===== src/rtl/keypad_color_writer.sv =====
// ============================================================================
// Module      : keypad_color_writer
// Description : 4x4 keypad scanner with debounce that advances a 16 x 3-bit
//               color-index bank; the bank is read combinationally via posicion.
// Option      : AUTO_REPEAT_EN - held key re-writes every REPEAT_CNT cycles
// Revision    : 1.0 - initial release
// ============================================================================
`default_nettype none

module keypad_color_writer #(
    parameter int SCAN_DIV     = 1000,
    parameter int DEBOUNCE_CNT = 50000,
    parameter int REPEAT_CNT   = 12500000
) (
    input  logic       clk,
    input  logic       rst,
    output logic [3:0] col_n,
    input  logic [3:0] row_n,
    input  logic [3:0] posicion,
    output logic [2:0] dirColor,
    output logic       key_valid,
    output logic [3:0] key_code,
    output logic [2:0] wr_data
);

    localparam int c_scan_w = $clog2(SCAN_DIV) + 1;
    localparam int c_deb_w  = $clog2(DEBOUNCE_CNT) + 1;
    localparam logic [c_scan_w-1:0] c_scan_last = c_scan_w'(SCAN_DIV - 1);
    localparam logic [c_deb_w-1:0]  c_deb_max   = c_deb_w'(DEBOUNCE_CNT);

    typedef enum logic [1:0] {
        ST_SCAN     = 2'd0,
        ST_DEBOUNCE = 2'd1,
        ST_WRITE    = 2'd2,
        ST_RELEASE  = 2'd3
    } state_t;

    // Elaboration-time sanity check of the timing parameters.
    if (SCAN_DIV < 2 || DEBOUNCE_CNT < 1 || REPEAT_CNT < 1) begin : g_bad_param
        $error("keypad_color_writer: invalid timing parameter");
    end

    state_t              r_state, w_state_nxt;
    logic [1:0]          r_col, w_col_nxt;
    logic [1:0]          r_row, w_row_nxt;
    logic [c_scan_w-1:0] r_scan_cnt, w_scan_nxt, w_scan_inc;
    logic [c_deb_w-1:0]  r_deb_cnt, w_deb_nxt, w_deb_inc;
    logic [2:0]          r_bank [16];
    logic [3:0]          r_key_code;
    logic [2:0]          r_wr_data;
    logic                w_wr_en;
    logic                w_any_low;
    logic [1:0]          w_low_row;
    logic [3:0]          w_idx;
    logic [2:0]          w_new;

`ifdef AUTO_REPEAT_EN
    localparam int c_rep_w = $clog2(REPEAT_CNT) + 1;
    localparam logic [c_rep_w-1:0] c_rep_max = c_rep_w'(REPEAT_CNT);
    logic [c_rep_w-1:0]  r_rep_cnt, w_rep_nxt, w_rep_inc;
    assign w_rep_inc = (r_rep_cnt == '1) ? r_rep_cnt : r_rep_cnt + 1'b1;
`endif

    // Saturating increments: counters never wrap back to zero.
    assign w_scan_inc = (r_scan_cnt == '1) ? r_scan_cnt : r_scan_cnt + 1'b1;
    assign w_deb_inc  = (r_deb_cnt == '1) ? r_deb_cnt : r_deb_cnt + 1'b1;

    assign w_any_low = ~&row_n;

    always_comb begin
        w_low_row = 2'd0;
        if (!row_n[0])      w_low_row = 2'd0;
        else if (!row_n[1]) w_low_row = 2'd1;
        else if (!row_n[2]) w_low_row = 2'd2;
        else if (!row_n[3]) w_low_row = 2'd3;
    end

    // Top-left key is index 15; indices fall by 4 per column, 1 per row.
    assign w_idx = 4'd15 - {r_col, 2'b00} - {2'b00, r_row};
    assign w_new = r_bank[w_idx] + 3'd1;

    always_comb begin
        w_state_nxt = r_state;
        w_col_nxt   = r_col;
        w_row_nxt   = r_row;
        w_scan_nxt  = r_scan_cnt;
        w_deb_nxt   = r_deb_cnt;
        w_wr_en     = 1'b0;
`ifdef AUTO_REPEAT_EN
        w_rep_nxt   = r_rep_cnt;
`endif
        case (r_state)
            ST_SCAN: begin
                if (r_scan_cnt >= c_scan_last) begin
                    w_scan_nxt = '0;
                    if (w_any_low) begin
                        w_row_nxt   = w_low_row;
                        w_deb_nxt   = '0;
                        w_state_nxt = ST_DEBOUNCE;
                    end else begin
                        w_col_nxt = r_col + 2'd1;
                    end
                end else begin
                    w_scan_nxt = w_scan_inc;
                end
            end
            ST_DEBOUNCE: begin
                if (!row_n[r_row]) begin
                    if (w_deb_inc >= c_deb_max) begin
                        w_deb_nxt   = '0;
                        w_state_nxt = ST_WRITE;
                    end else begin
                        w_deb_nxt = w_deb_inc;
                    end
                end else begin
                    w_deb_nxt   = '0;
                    w_scan_nxt  = '0;
                    w_col_nxt   = r_col + 2'd1;
                    w_state_nxt = ST_SCAN;
                end
            end
            ST_WRITE: begin
                w_wr_en     = 1'b1;
                w_deb_nxt   = '0;
`ifdef AUTO_REPEAT_EN
                w_rep_nxt   = '0;
`endif
                w_state_nxt = ST_RELEASE;
            end
            default: begin // ST_RELEASE
                if (!w_any_low) begin
`ifdef AUTO_REPEAT_EN
                    w_rep_nxt = '0;
`endif
                    if (w_deb_inc >= c_deb_max) begin
                        w_deb_nxt   = '0;
                        w_scan_nxt  = '0;
                        w_col_nxt   = r_col + 2'd1;
                        w_state_nxt = ST_SCAN;
                    end else begin
                        w_deb_nxt = w_deb_inc;
                    end
                end else begin
                    w_deb_nxt = '0;
`ifdef AUTO_REPEAT_EN
                    // Only the latched row drives the repeat timer.
                    if (!row_n[r_row]) begin
                        if (w_rep_inc >= c_rep_max) begin
                            w_rep_nxt   = '0;
                            w_state_nxt = ST_WRITE;
                        end else begin
                            w_rep_nxt = w_rep_inc;
                        end
                    end else begin
                        w_rep_nxt = '0;
                    end
`endif
                end
            end
        endcase
    end

    always_ff @(posedge clk) begin
        if (!rst) begin
            r_state    <= ST_SCAN;
            r_col      <= 2'd0;
            r_row      <= 2'd0;
            r_scan_cnt <= '0;
            r_deb_cnt  <= '0;
            r_key_code <= 4'd0;
            r_wr_data  <= 3'd0;
`ifdef AUTO_REPEAT_EN
            r_rep_cnt  <= '0;
`endif
            for (int i = 0; i < 16; i++) begin
                r_bank[i] <= 3'd0;
            end
        end else begin
            r_state    <= w_state_nxt;
            r_col      <= w_col_nxt;
            r_row      <= w_row_nxt;
            r_scan_cnt <= w_scan_nxt;
            r_deb_cnt  <= w_deb_nxt;
`ifdef AUTO_REPEAT_EN
            r_rep_cnt  <= w_rep_nxt;
`endif
            if (w_wr_en) begin
                r_bank[w_idx] <= w_new;
                r_key_code    <= w_idx;
                r_wr_data     <= w_new;
            end
        end
    end

    assign col_n     = ~(4'b0001 << r_col);
    assign dirColor  = r_bank[posicion];
    // During the write cycle the pulse carries the value being written.
    assign key_valid = (r_state == ST_WRITE);
    assign key_code  = key_valid ? w_idx : r_key_code;
    assign wr_data   = key_valid ? w_new : r_wr_data;

endmodule

`default_nettype wire


===== config.mk =====
export PLATFORM = sky130hd
export DESIGN_NAME = keypad_color_writer
export DESIGN_NICKNAME = d
export VERILOG_FILES = /design/src/rtl/keypad_color_writer.sv
export SDC_FILE = /design/constraint.sdc
export NUM_CORES = 1
export LEC_CHECK = 0
export ABC_AREA = 1
export ABC_CLOCK_PERIOD_IN_PS = 2400
export CORE_UTILIZATION = 55
export CTS_CLUSTER_SIZE = 40
export DETAILED_ROUTE_END_ITERATION = 10
export PLACE_DENSITY = 0.79
export SYNTH_ARGS = -nofsm -noshare
export SYNTH_HDL_FRONTEND = slang
export SYNTH_SLANG_ARGS = --single-unit

===== constraint.sdc =====
create_clock -name clk -period 2.4 [get_ports clk]
set_input_delay 0.48 -clock clk [delete_from_list [all_inputs] [get_ports clk]]
set_output_delay 0.48 -clock clk [all_outputs]
set_load 0.02 [all_outputs]

# ---- Word level (Yosys, flattened, before mapping)
# Memory sizes are Yosys's and may differ from the RTL's.
# Cells that the tools add are included.
dict set report word_totals {
  regBits 41
  ramBits 48
  in_bits 10
  output_inout_bits 15
  wordCells 86
  memories 1
}
# name words word_bits rd rd_clocked_by_memory_dff write_ports line_no
set mem_list {}
lappend mem_list {r_bank 16 3 2 0 16 48} ;# logic [2:0] r_bank [16];
dict set report classes {
  addsub 6
  n_lt_le_gt_ge 3
  eq_ne 10
  shifts 1
  mux 42
  bitwise_logic 3
  reduce_logical 13
}
# op count
set ops {}
lappend ops {{17-bit 2-to-1 mux} 6}
lappend ops {{11-bit 2-to-1 mux} 5}
lappend ops {{17-bit case mux with 3 select lines} 1}
lappend ops {{11-bit case mux with 3 select lines} 1}
lappend ops {{2-bit 2-to-1 mux} 15}
lappend ops {{17-bit by 1-bit adder with 17-bit output, second input constant} 1}
lappend ops {{17-bit == test, second input constant} 1}
lappend ops {{17-bit by 16-bit greater-or-equal comparator with 1-bit output, second input constant} 1}
lappend ops {{2-bit case mux with 3 select lines} 2}
lappend ops {{11-bit by 1-bit adder with 11-bit output, second input constant} 1}
lappend ops {{11-bit == test, second input constant} 1}
lappend ops {{11-bit by 10-bit greater-or-equal comparator with 1-bit output, second input constant} 1}
lappend ops {{5-bit AND reduction} 2}
lappend ops {{4-bit 2-to-1 mux} 2}
lappend ops {{2-bit inequality test, second input constant} 4}
lappend ops {{4-bit nonzero test} 2}
lappend ops {{1-bit 2-to-1 mux} 7}
lappend ops {{3-bit 2-to-1 mux} 2}
lappend ops {{3-bit inequality test, second input constant} 2}
lappend ops {{6-bit AND reduction} 1}
lappend ops {{3-bit nonzero test} 2}
lappend ops {{4-bit NOT} 1}
lappend ops {{4-bit AND reduction} 1}
lappend ops {{1-bit by 2-bit << shifter with 4-bit output, first input constant} 1}
lappend ops {{other kinds (14)} 15}

# ---- Logic depth before layout (Yosys ltp)
dict set report logic_depth {
  ltp_word 7
  ltp_mapped 16
  depth_no_buf 15
}

# ---- Worst setup path after synthesis
# No wires, ideal clock.
dict set report synth_path {
  kind {flip-flop to output port}
  from {register r_row[1]}
  to {output port wr_data[2]}
  arrival_ns 2.168
  required_time_ns 1.920
  path_slack_ns -0.248
  stages_incl_launch_ff 14
  n_path_buf 3
  path_cell_list {dfxtp_1 -> buf_2 -> nor2_1 -> inv_1 -> clkbuf_1 -> o21ai_0 -> o21ai_0 -> nand4_1 -> buf_2 -> ha_1 -> o21bai_1 -> nand3_1 -> o21ai_0 -> inv_1}
}
dict set report synth_between {
  elab_chain_cells 4
}
# item line_no
set synth_rtl {}
lappend synth_rtl {{from (decl)} 45} ;# logic [1:0] r_row, w_row_nxt;
lappend synth_rtl {{from (signal assigned)} 181} ;# r_row <= w_row_nxt;
lappend synth_rtl {{4-bit by 2-bit subtractor with 4-bit output} 79} ;# assign w_idx = 4'd15 - {r_col, 2'b00} - {2'b00, r_row};
lappend synth_rtl {{memory read 16 x 3 bit} n/a}
lappend synth_rtl {{3-bit by 1-bit adder with 3-bit output} 80} ;# assign w_new = r_bank[w_idx] + 3'd1;
lappend synth_rtl {{3-bit 2-to-1 mux} 200} ;# assign wr_data = key_valid ? w_new : r_wr_data;
lappend synth_rtl {{to (decl)} 23} ;# output logic [2:0] wr_data
# No other way between the ends.

# ---- Worst setup path in the final report
dict set report layout_path {
  from {register r_row[1]}
  to {output port wr_data[0]}
}
# Same word-level chain as after synthesis.

==> summary.md <==
| Metric | Value |
|---|---|
| Hold buffer count at cts | 0 |
| I/O pins | 25 |
| MaxCap Viol Count | 0 |
| Chip height | 100.4 um |
| Final Cell Area | ~6500 um2 |
| Post-synthesis sequential area ratio | 42.45% |
| Critical path depth | 10 |
| CTS clk-pin slew, worst paths | 0.08 ns |
| Vias in the first global route | 4,788 |
| Pwr/cell area | 563.4 nW/um2 |
| Actual slew at the worst max-slew pin | 0.5127 ns |
| Final wirelength | 14.18 mm |
| H-tree depth | 3 |
| DRC viols | 0 |
| Vias per std cell | 5.489 |
| RSZ-0062 raised after global routing | true |
| Share of layout cells above drive strength 1 | 16.65% |
| Global route overflow | 0 |
| Global Route Usage Sum | 29.04% |
| WP data arrival | 2.15 ns |
| FMAX | 0.3797 GHz |
| Adder-Cell Fraction of Synth Area | 2.583% |
| Highest-delay cell along the critical path | dfxtp_4 |
| Via count | between 5,000 and 6,000 |
| DR WL/cell | 14.89 um |
| Rows | 35 |
| Post-synthesis cell area | between 5000 and 6000 um2 |
| Seq cells post-synth | 89 |
| WP buf/inv | 4 |
| Total iterations of the first detailed-routing run | 5 |
| Worst VDD drop | 0.4368 mV |
| Largest net degree at the start of global routing | 34 |
| Worst Hold Class | flop to flop |
| Top Family by Delay on Critical Path | buffers and inverters |
| Count leader, synth | nand2_1 |
| Crit path cell chain | buf_6, nand3_1, o21ai_1, o21ai_1, nand4_1, buf_4, buf_4, or2_4, nand2_4, buf_6 |
| HPWL after DPL | approximately 10 mm |
| Largest family of logic cells by synthesized area | simple AND/OR/NAND/NOR gates |
| Worst setup margin | -0.2334 ns |
| Layout net count | 839 |
| CTS buffer count | 9 |
| Antenna violations before repair | 0 |
| First-pass GRT wire length | 22.61 mm |
| Non-Filler Instances | 952 |
| CTS tree | built |
| Number of enable flip-flop cells after synthesis | 48 |
| P&R area growth vs syn | 22.31% |
| Hold-critical path depth | 2 |
| Leakage power | 2.805 nW |
| Slew HR | ~66% |
| Warnings, synthesis | 0 |
| Worst-Skew Late Latency | 0.37 ns |
| Synth Area in Compound Gates | 13.24% |
| Root buf cell | clkbuf_8 |
| Syn_nets | between 700 and 800 |
| Run status | finished with violations |
| Cell variety after synth | 37 |
| Die width | 100.4 um |
| Slew Viols, Final | 0 |
| GPL Wtd Cong | 0.9663 |
| Final period utilization | 109.7% |
| FFs w/ async S/R, synth | 0% |
| Yosys top cell by area | edfxtp_1 |
| Port Buffers | 24 |
| Most frequent cells after synthesis | nand2_1 (178), nor2_1 (117), inv_1 (89) |
| Worst reg-to-reg setup slack | 0.21 ns |
| Worst Path Class, Setup | flop to output pin |
| XOR/XNOR Fraction of Synth Area | under 10% |
| Tmin final | between 2 and 3 ns |
| Drt initial violations | between 300 and 400 |
| Failing checks | negative setup slack |
| Post-synthesis mux area share | 0% |
| Hold Fails Final Rpt | 0 |
| Worst Setup End Kind | output pin |
| Slowest stage delay, CP | 0.39 ns |
| Syn Inst Count | 750 |
| Starting Density | between 50 and 60% |
| N_diodes | 0 |
| Placed insts | 930 |
| Area of the die | around 10,000 um2 |
| Top cells by area, synth | edfxtp_1 (27%), dfxtp_1 (15%), nand2_1 (13%) |
| Final setup viols | 3 |
| Antenna Nets Post-Route | 0 |
| Clock Path Buffers | 2 |
| CP max FO | 12 |
| Ys flop type | edfxtp_1 |
| Critical Path RT | 1.92 ns |
| Avg Inst Size Synth | approximately 7 um2 |
| # clock sinks | approximately 90 |
| Startpoint types | flop |
| Top cell type's share of synthesized area | a little over a quarter |
| CORE AREA | 9328 um2 |
| Post-Route Skew | 0.01471 ns |
| R2r worst-path depth | 16 |
| Cell Area, Placed | 6100 um2 |
| Simple-Gate Fraction of Synth Area | 31.42% |
[final timing paths]
check,from,end
worst max-delay path,r_row[1],wr_data[0]
worst min register to register,r_scan_cnt[10],r_scan_cnt[10]
worst min-delay path,r_scan_cnt[10],r_scan_cnt[10]
worst max register to register,r_deb_cnt[5],r_deb_cnt[6]
[cell type report]
class,instances,area (um2)
clock buffers,10,127.6
clock inverters,6,43.79
fillers,807,2810
inverters,90,342.8
multi-input cells,540,2729
flip-flops and latches,89,2280
well taps,129,161.4
repair buffers,88,833.3
[cell usage in the layout, fill, tap and decap left out, types with 2 or more instances in the layout]
| cell | n |
|---|---|
| o21ai_0 | 56 |
| a221oi_1 | 2 |
| buf_4 | 56 |
| clkbuf_8 | 9 |
| clkdlybuf4s50_1 | 12 |
| nand3_1 | 50 |
| nor2_4 | 5 |
| ha_1 | 9 |
| o221ai_1 | 4 |
| nor3_1 | 4 |
| edfxtp_1 | 48 |
| o211ai_1 | 4 |
| dlygate4sd2_1 | 5 |
| clkdlybuf4s15_2 | 3 |
| inv_1 | 85 |
| buf_6 | 4 |
| nand2_1 | 171 |
| dfxtp_4 | 2 |
| buf_12 | 5 |
| nand4_1 | 21 |
| nor2_1 | 110 |
| clkinvlp_4 | 3 |
| nand3_2 | 3 |
| nor2_2 | 7 |
| o21ai_2 | 3 |
| o21ai_1 | 20 |
| and2_1 | 5 |
| xor2_1 | 4 |
| nand3_4 | 4 |
| nand2_2 | 6 |
| dfxtp_1 | 31 |
| inv_6 | 2 |
| dfxtp_2 | 8 |
| inv_2 | 3 |
| xnor2_1 | 3 |
| nand2_4 | 2 |
| clkinv_1 | 2 |
| a21oi_1 | 33 |
| bufbuf_16 | 2 |
[worst register-to-register path: cells and delay by family (launching register included)]
family | cells | cell delay [ns]
compound gates | 1 | 0.17
buf+inv | 3 | 0.38
flops | 1 | 0.37
simple gates | 12 | 1.19
[flip-flops by register name, indices dropped and copies added (netlist names)]
signal      count
r_bank         48
r_col           2
r_deb_cnt      17
r_key_code      4
r_row           2
r_scan_cnt     11
r_state         2
r_wr_data       3
[per-layer routing]
layer / GRT usage (%) / part of all wire [%]
met3: 3.412 / 6.3
met4: 12.26 / 3.0
met1: 36.14 / 42
met2: 50.95 / 49
met5: 0 / 0
[power breakdown]
group	internal [W]	switching [W]	leakage, nW	total [W]
clock network	0.000378	0.000552	0.0765	0.000930
logic	0.000377	0.000554	1.89	0.000931
registers	0.00172	0.0000920	0.834	0.00181
[what timing repair did]
item | in CTS | in global routing
gates resized for setup | 58 | 43
setup buffers | 1 | 2
cloned | 2 | 1
pin swaps | 7 | 9
endpoints found under the setup margin | 10 | 37
[stage by stage]
| step | total power (W) | utilization, % | worst slack [ns] | setup TNS (ns) | hold WS [ns] |
|---|---|---|---|---|---|
| floorplan | 0.002453 | - | -0.03251 | -0.03251 | 0.4168 |
| global placement | 0.002684 | 65.39 | -0.4064 | -2.110 | 0.4274 |
| detailed placement | 0.002722 | 65.39 | -0.4692 | -2.298 | 0.4408 |
| CTS | 0.003644 | 68.33 | -0.1810 | -0.3959 | 0.4543 |
| global route | 0.003874 | 69.87 | -0.2899 | -0.8393 | 0.4922 |
| finish | 0.003672 | 69.87 | -0.2334 | -0.6613 | 0.4568 |
[cell families (layout without fill, tap and decap cells)]
group / Yosys count / count (layout)
buf+inv: 122 / 194
fa+ha+maj: 11 / 11
xor+xnor: 7 / 7
compound gates: 129 / 129
flops: 89 / 89
simple gates: 392 / 393
Note: power is estimated with default switching activity, not from simulation.
